## config.mk

```make
export PLATFORM = sky130hd
export DESIGN_NAME = mem_lsu
export DESIGN_NICKNAME = d
export VERILOG_FILES = /design/src/rtl/mem_lsu.sv
export SDC_FILE = /design/constraint.sdc
export NUM_CORES = 1
export LEC_CHECK = 0
export BUFFER_PORTS_ARGS = -buffer_cell sky130_fd_sc_hd__buf_4
export CAP_MARGIN = 20
export CORE_UTILIZATION = 59
export CTS_CLUSTER_DIAMETER = 50
export DETAILED_ROUTE_END_ITERATION = 8
export GPL_ROUTABILITY_DRIVEN = 0
export PLACE_DENSITY = 0.83
export SYNTH_ARGS = -nofsm -noshare
export SYNTH_HDL_FRONTEND = slang
export SYNTH_SLANG_ARGS = --single-unit
```

## constraint.sdc

```tcl
create_clock -name clk -period 6.3 [get_ports clk]
set_input_delay 0.63 -clock clk [delete_from_list [all_inputs] [get_ports clk]]
set_output_delay 0.63 -clock clk [all_outputs]
set_load 0.01 [all_outputs]
```

## src/rtl/mem_lsu.sv

```systemverilog
// Memory stage: blocking single-outstanding loads plus a posted FIFO store buffer drained in the background.
// Optional store-to-load forwarding is enabled by defining MEM_LSU_STB_FWD_EN.
module mem_lsu #(
  parameter int AW        = 32,
  parameter int STB_DEPTH = 4,
  parameter int PTR_W     = $clog2(STB_DEPTH)
) (
  input  logic          clk,
  input  logic          rst_n,
  input  logic [2:0]    ex_load_i,
  input  logic [1:0]    ex_store_i,
  input  logic [AW-1:0] ex_addr_i,
  input  logic [31:0]   ex_wdata_i,
  input  logic [4:0]    ex_wd_i,
  input  logic          ex_wreg_i,
  output logic          mem_stall_o,
  output logic [4:0]    wb_wd_o,
  output logic          wb_wreg_o,
  output logic [31:0]   wb_wdata_o,
  output logic          misalign_o,
  output logic          bus_req_o,
  output logic          bus_we_o,
  output logic [AW-1:0] bus_addr_o,
  output logic [31:0]   bus_wdata_o,
  output logic [3:0]    bus_wstrb_o,
  input  logic          bus_gnt_i,
  input  logic          bus_rvalid_i,
  input  logic [31:0]   bus_rdata_i,
  output logic          stb_empty_o
);

  // state   | meaning
  // IDLE    | accept ops, drain store buffer
  // LD_REQ  | read request on the bus, waiting for gnt
  // LD_WAIT | read accepted, waiting for rvalid
  typedef enum logic [1:0] {IDLE, LD_REQ, LD_WAIT} state_t;

  localparam logic [2:0] OP_LB = 3'd1, OP_LH = 3'd2, OP_LW = 3'd3, OP_LBU = 3'd4, OP_LHU = 3'd5;
  localparam logic [1:0] OP_SB = 2'd1, OP_SH = 2'd2, OP_SW = 2'd3;

  function automatic logic [31:0] extract(input logic [2:0] op, input logic [1:0] ofs,
                                          input logic [31:0] word);
    logic [7:0]  b;
    logic [15:0] h;
    logic [31:0] r;
    b = word[7:0];
    case (ofs)
      2'd1:    b = word[15:8];
      2'd2:    b = word[23:16];
      2'd3:    b = word[31:24];
      default: b = word[7:0];
    endcase
    h = ofs[1] ? word[31:16] : word[15:0];
    case (op)
      OP_LB:   r = {{24{b[7]}}, b};
      OP_LH:   r = {{16{h[15]}}, h};
      OP_LBU:  r = {24'd0, b};
      OP_LHU:  r = {16'd0, h};
      default: r = word;
    endcase
    return r;
  endfunction

  state_t            state;
  logic [AW-1:0]     cap_addr;
  logic [2:0]        cap_op;
  logic [4:0]        cap_wd;
  logic              cap_wreg;

  logic [AW-3:0]     stb_addr [STB_DEPTH];
  logic [3:0]        stb_strb [STB_DEPTH];
  logic [31:0]       stb_data [STB_DEPTH];
  logic [PTR_W-1:0]  wr_ptr, rd_ptr;
  logic [PTR_W:0]    count;

  logic ld_legal, ld_mis, st_mis, ld_valid, st_valid, misalign;
  logic full, may_issue, fwd_hit, issue, drain, push, pop;
  logic [3:0]  st_strb;
  logic [31:0] st_data, fwd_data;

  assign ld_legal = (ex_load_i >= OP_LB) && (ex_load_i <= OP_LHU);
  assign ld_mis   = ((ex_load_i == OP_LH || ex_load_i == OP_LHU) && ex_addr_i[0]) ||
                    (ex_load_i == OP_LW && ex_addr_i[1:0] != 2'd0);
  assign st_mis   = (ex_store_i == OP_SH && ex_addr_i[0]) ||
                    (ex_store_i == OP_SW && ex_addr_i[1:0] != 2'd0);
  assign ld_valid = ld_legal && !ld_mis;
  assign st_valid = (ex_store_i != 2'd0) && !st_mis;
  assign misalign = (ld_legal && ld_mis) || st_mis;
  assign full     = (count == (PTR_W+1)'(STB_DEPTH));

  always_comb begin
    st_strb = 4'b1111;
    st_data = ex_wdata_i;
    case (ex_store_i)
      OP_SB: begin
        st_strb = 4'b0001 << ex_addr_i[1:0];
        st_data = {4{ex_wdata_i[7:0]}};
      end
      OP_SH: begin
        st_strb = 4'b0011 << ex_addr_i[1:0];
        st_data = {2{ex_wdata_i[15:0]}};
      end
      default: ;
    endcase
  end

`ifdef MEM_LSU_STB_FWD_EN
  logic [3:0]       ld_mask, fwd_strb;
  logic             any_match;
  logic [PTR_W-1:0] idx;

  always_comb begin
    case (ex_load_i)
      OP_LB, OP_LBU: ld_mask = 4'b0001 << ex_addr_i[1:0];
      OP_LH, OP_LHU: ld_mask = 4'b0011 << ex_addr_i[1:0];
      default:       ld_mask = 4'b1111;
    endcase
  end

  // Scan oldest to youngest so the last hit left standing is the youngest entry.
  always_comb begin
    any_match = 1'b0;
    fwd_strb  = 4'd0;
    fwd_data  = 32'd0;
    idx       = rd_ptr;
    for (int k = 0; k < STB_DEPTH; k++) begin
      idx = rd_ptr + PTR_W'(k);
      if ((PTR_W+1)'(k) < count && stb_addr[idx] == ex_addr_i[AW-1:2]) begin
        any_match = 1'b1;
        fwd_strb  = stb_strb[idx];
        fwd_data  = stb_data[idx];
      end
    end
  end

  assign may_issue = !any_match;
  assign fwd_hit   = ld_valid && any_match && ((fwd_strb & ld_mask) == ld_mask);
`else
  assign may_issue = (count == '0);
  assign fwd_hit   = 1'b0;
  assign fwd_data  = 32'd0;
`endif

  assign issue = (state == IDLE) && ld_valid && may_issue && !fwd_hit;
  assign drain = (state == IDLE) && (count != '0) && !issue;
  assign pop   = drain && bus_gnt_i;
  assign push  = (state == IDLE) && st_valid && (!full || pop);

  assign mem_stall_o = rst_n && (
      ((state == IDLE) && ((st_valid && full && !pop) || (ld_valid && !fwd_hit))) ||
      (state == LD_REQ) ||
      ((state == LD_WAIT) && !bus_rvalid_i));

  assign bus_req_o   = (state == LD_REQ) || drain;
  assign bus_we_o    = drain;
  assign bus_addr_o  = (state == LD_REQ) ? {cap_addr[AW-1:2], 2'b00} :
                       drain ? {stb_addr[rd_ptr], 2'b00} : '0;
  assign bus_wdata_o = drain ? stb_data[rd_ptr] : 32'd0;
  assign bus_wstrb_o = drain ? stb_strb[rd_ptr] : 4'd0;
  assign stb_empty_o = (count == '0);

  always_ff @(posedge clk) begin
    if (push) begin
      stb_addr[wr_ptr] <= ex_addr_i[AW-1:2];
      stb_strb[wr_ptr] <= st_strb;
      stb_data[wr_ptr] <= st_data;
    end
  end

  always_ff @(posedge clk or negedge rst_n) begin
    if (!rst_n) begin
      wr_ptr <= '0;
      rd_ptr <= '0;
      count  <= '0;
    end else begin
      if (push) wr_ptr <= wr_ptr + 1'b1;
      if (pop)  rd_ptr <= rd_ptr + 1'b1;
      case ({push, pop})
        2'b10:   count <= count + 1'b1;
        2'b01:   count <= count - 1'b1;
        default: ;
      endcase
    end
  end

  always_ff @(posedge clk or negedge rst_n) begin
    if (!rst_n) begin
      state    <= IDLE;
      cap_addr <= '0;
      cap_op   <= 3'd0;
      cap_wd   <= 5'd0;
      cap_wreg <= 1'b0;
    end else begin
      case (state)
        IDLE: if (issue) begin
          state    <= LD_REQ;
          cap_addr <= ex_addr_i;
          cap_op   <= ex_load_i;
          cap_wd   <= ex_wd_i;
          cap_wreg <= ex_wreg_i;
        end
        LD_REQ:  if (bus_gnt_i) state <= LD_WAIT;
        LD_WAIT: if (bus_rvalid_i) state <= IDLE;
        default: state <= IDLE;
      endcase
    end
  end

  always_ff @(posedge clk or negedge rst_n) begin
    if (!rst_n) begin
      wb_wd_o    <= 5'd0;
      wb_wreg_o  <= 1'b0;
      wb_wdata_o <= 32'd0;
      misalign_o <= 1'b0;
    end else begin
      wb_wreg_o  <= 1'b0;
      misalign_o <= 1'b0;
      if (state == LD_WAIT && bus_rvalid_i) begin
        wb_wdata_o <= extract(cap_op, cap_addr[1:0], bus_rdata_i);
        wb_wd_o    <= cap_wd;
        wb_wreg_o  <= cap_wreg;
      end else if (state == IDLE && !mem_stall_o) begin
        wb_wd_o <= ex_wd_i;
        if (misalign) begin
          misalign_o <= 1'b1;
        end else if (fwd_hit) begin
          wb_wdata_o <= extract(ex_load_i, ex_addr_i[1:0], fwd_data);
          wb_wreg_o  <= ex_wreg_i;
        end else if (!st_valid) begin
          wb_wdata_o <= ex_wdata_i;
          wb_wreg_o  <= ex_wreg_i;
        end
      end
    end
  end

endmodule

```

==> impl_metrics.env <==
export IMPL_hpwl_mm=23.7
export IMPL_grt_pass1_wl_mm=57.4
export IMPL_grt_max_degree=67
export IMPL_cts_buffers=39
export IMPL_cts_root_buf="clkbuf_16"
export IMPL_setup_violations=0
export IMPL_muxShareOfSynthArea_pct=14.6
export IMPL_htreeDepth=2
export IMPL_drc=0
export IMPL_syn2layout_area_growth_pct=20.5
export IMPL_ys_types=63
export IMPL_die_x_microns=162
export IMPL_num_vias=9664
export IMPL_yosys_warnings=0
export IMPL_gr_total_overflow=0
export IMPL_cts_tree="built"
export IMPL_rsz0062_at_grt="false"
export IMPL_cts_setup_buffers=0
export IMPL_drt_iter0_markers=894
export IMPL_setup_worst_path_end_class="output port"
export IMPL_finalCriticalPeriod_ns=3.81
export IMPL_vias_per_cell=6.43
export IMPL_ios=222
export IMPL_synth_edf_count=264
export IMPL_n_fill_cell=1522
export IMPL_crit_fanout=39
export IMPL_power_mw=10.0
export IMPL_synth_compound_area_share_pct=9.39
export IMPL_leakage_nw=7.10
export IMPL_grt_usage_pct=29.5
export IMPL_netlist_instances=936
export IMPL_ys_seq_area_share_pct=67.0
export IMPL_relSlewSlack_pct=28.4
export IMPL_io_buffers=219
export IMPL_synth_xor_area_share_pct=0.462
export IMPL_clkTransAtPathRegs_ns=0.07
export IMPL_grt_pass1_vias=9631
export IMPL_drv_cap=0
export IMPL_ir_worst_vdd_v=0.000372
export IMPL_fp_dieH_microns=162
export IMPL_fin_skew_ns=0.0244
export IMPL_worstSkewPairLatency_ns=0.53
export IMPL_initial_utilization_pct=60.2
export IMPL_dieArea_sq_um=26300
export IMPL_avgSynthCellArea_sq_um=16.2
export IMPL_crit_type="reg -> out"
export IMPL_hold_violations=0
export IMPL_wl_per_cell_microns=25.4
export IMPL_antenna_found_initial=1
export IMPL_tns_ns=0
export IMPL_cts_resized=0
export IMPL_dr_pass1_iters=5
export IMPL_period_share_pct=60.5
export IMPL_worstHoldPathType="in -> async"
export IMPL_wirelength_mm=38.2
export IMPL_syn_area_sq_um=15200
export IMPL_synth_adder_area_share_pct=0.875
export IMPL_outcome="complete, no violations"
export IMPL_clock_path_buffers=3
export IMPL_tightest_slew_ns=1.07
export IMPL_ys_async_sr_fraction_pct=25.2
export IMPL_drive_gt1_share_pct=36.1
export IMPL_worstSetupStartpointType="register"
export IMPL_synth_top_family_by_area="multiplexers"
export IMPL_final_nets=1263
export IMPL_critical_path_arrival_ns=3.18
export IMPL_yosys_area_share_simple_pct=5.01
export IMPL_cellPowerDensity_nw_per_um2=547
export IMPL_max_freq_ghz=0.263
export IMPL_cts_num_sinks=353
export IMPL_synth_seq_cells=353
export IMPL_num_rows=58
export IMPL_ys_flop_type="edfxtp_1"
export IMPL_core_sq_um=25200
export IMPL_detail_route_antenna_nets=0
export IMPL_worstPathRequired_ns=5.67
export IMPL_finalMaxSlewViolations=0
export IMPL_cts_hold_buf=0
## Yosys cell counts, types with 23 or more instances
| cell type | n | share of area [%] |
|---|---|---|
| a22o_1 | 45 | 2.6 |
| inv_1 | 23 | 0.57 |
| dfrtp_1 | 89 | 15 |
| mux4_2 | 66 | 9.8 |
| nand2_1 | 55 | 1.4 |
| nor2_1 | 24 | 0.59 |
| o21ai_0 | 25 | 0.83 |
| mux2_2 | 47 | 3.5 |
| edfxtp_1 | 264 | 52 |
| clkbuf_1 | 38 | 0.94 |
| a21oi_1 | 42 | 1.4 |
| and3_1 | 38 | 1.6 |
## report_power, final
group / switching [mW] / total, mW / internal, mW
logic: 2.07 / 4.07 / 2.00
registers: 0.442 / 3.74 / 3.29
clock network: 0.924 / 2.19 / 1.27
total: 3.44 / 10.0 / 6.56
## cells in the final DEF (no fill, tap or decap), drive strengths merged, types with 5 or more instances in the layout
cell	n
edfxtp	264
buf	232
dfrtp	89
mux4	66
nand2	55
clkbuf	52
mux2	47
a22o	45
a21oi	44
and3	38
inv	28
o21ai	26
nor2	25
a221o	22
mux2i	19
o22ai	15
clkinv	13
ha	9
and2	9
a22oi	8
a21o	8
nor2b	5
## sequential cells by signal (all words and copies together), names as in the netlist, 5 cells and up
| signal | cells |
|---|---|
| stb_addr | 120 |
| stb_data | 128 |
| cap_addr | 32 |
| wb_wdata_o | 32 |
| wb_wd_o | 5 |
| stb_strb | 16 |
| cap_wd | 5 |
## layout make-up
type / count / area, sq um / share of cell area [%]
antenna: 1 / 2.50 / 0.0137
clock buffer: 52 / 1090 / 5.95
clock inverter: 20 / 160 / 0.877
inverter: 23 / 86.3 / 0.473
multi-input combinational: 493 / 4620 / 25.3
sequential: 353 / 10200 / 55.6
tap: 330 / 413 / 2.26
timing repair buffer: 232 / 1740 / 9.51
## through the flow
step	instances	instance area, sq um	util [%]	hold WS, ns	setup WS, ns
CTS	1503	18300	72.5	0.0722	2.41
global placement	1430	17000	67.6	0.471	2.62
finish	1504	18300	72.5	0.0634	2.49
floorplan	937	15200	-	0.334	2.41
global route	1504	18300	72.5	0.0965	2.29
detailed placement	1431	17000	67.6	0.488	2.49
## per-layer routing
metal	GRT usage [%]	routed length, microns	up-vias
met2	49.0	19400	584
met1	39.4	14300	4906
li1	-	-	4111
met4	8.88	848	0
met3	6.31	3650	63
met5	0	0	-
## kinds of logic after synthesis
group,Yosys count
DFF,353
xor gates and xnor gates,8
and+or+nand+nor,149
adders and majority gates,10
buffers and inverters,91
AOI/OAI and AO/OA,192
other,1
muxes,132
## worst paths after layout
kind / from / endpoint / slack (ns) / cells after the start
setup / recovery: rd_ptr[0]$_DFFE_PN0N_ / bus_wdata_o[14] / 2.49 / 4
setup reg to reg: state[1]$_DFFE_PN0P_ / stb_addr[1][28]$_DFFE_PP_ / 3.02 / 4
max in group asynchronous: rst_n / wb_wdata_o[2]$_DFFE_PN0P_ / 4.97 / 2
hold / removal: rst_n / cap_addr[8]$_DFFE_PN0P_ / 0.06 / 1
min in group clk: ex_addr_i[14] / stb_addr[3][12]$_DFFE_PP_ / 0.30 / 1
hold reg to reg: count[2]$_DFFE_PN0P_ / count[2]$_DFFE_PN0P_ / 0.51 / 1
## critical path, cell delays in order (launching register included)
cell and delay [ns]:
dfrtp_4 0.97, buf_4 0.64, mux4_2 0.63, and3_1 0.22, buf_4 0.15
Note: power is estimated with default switching activity, not from simulation.
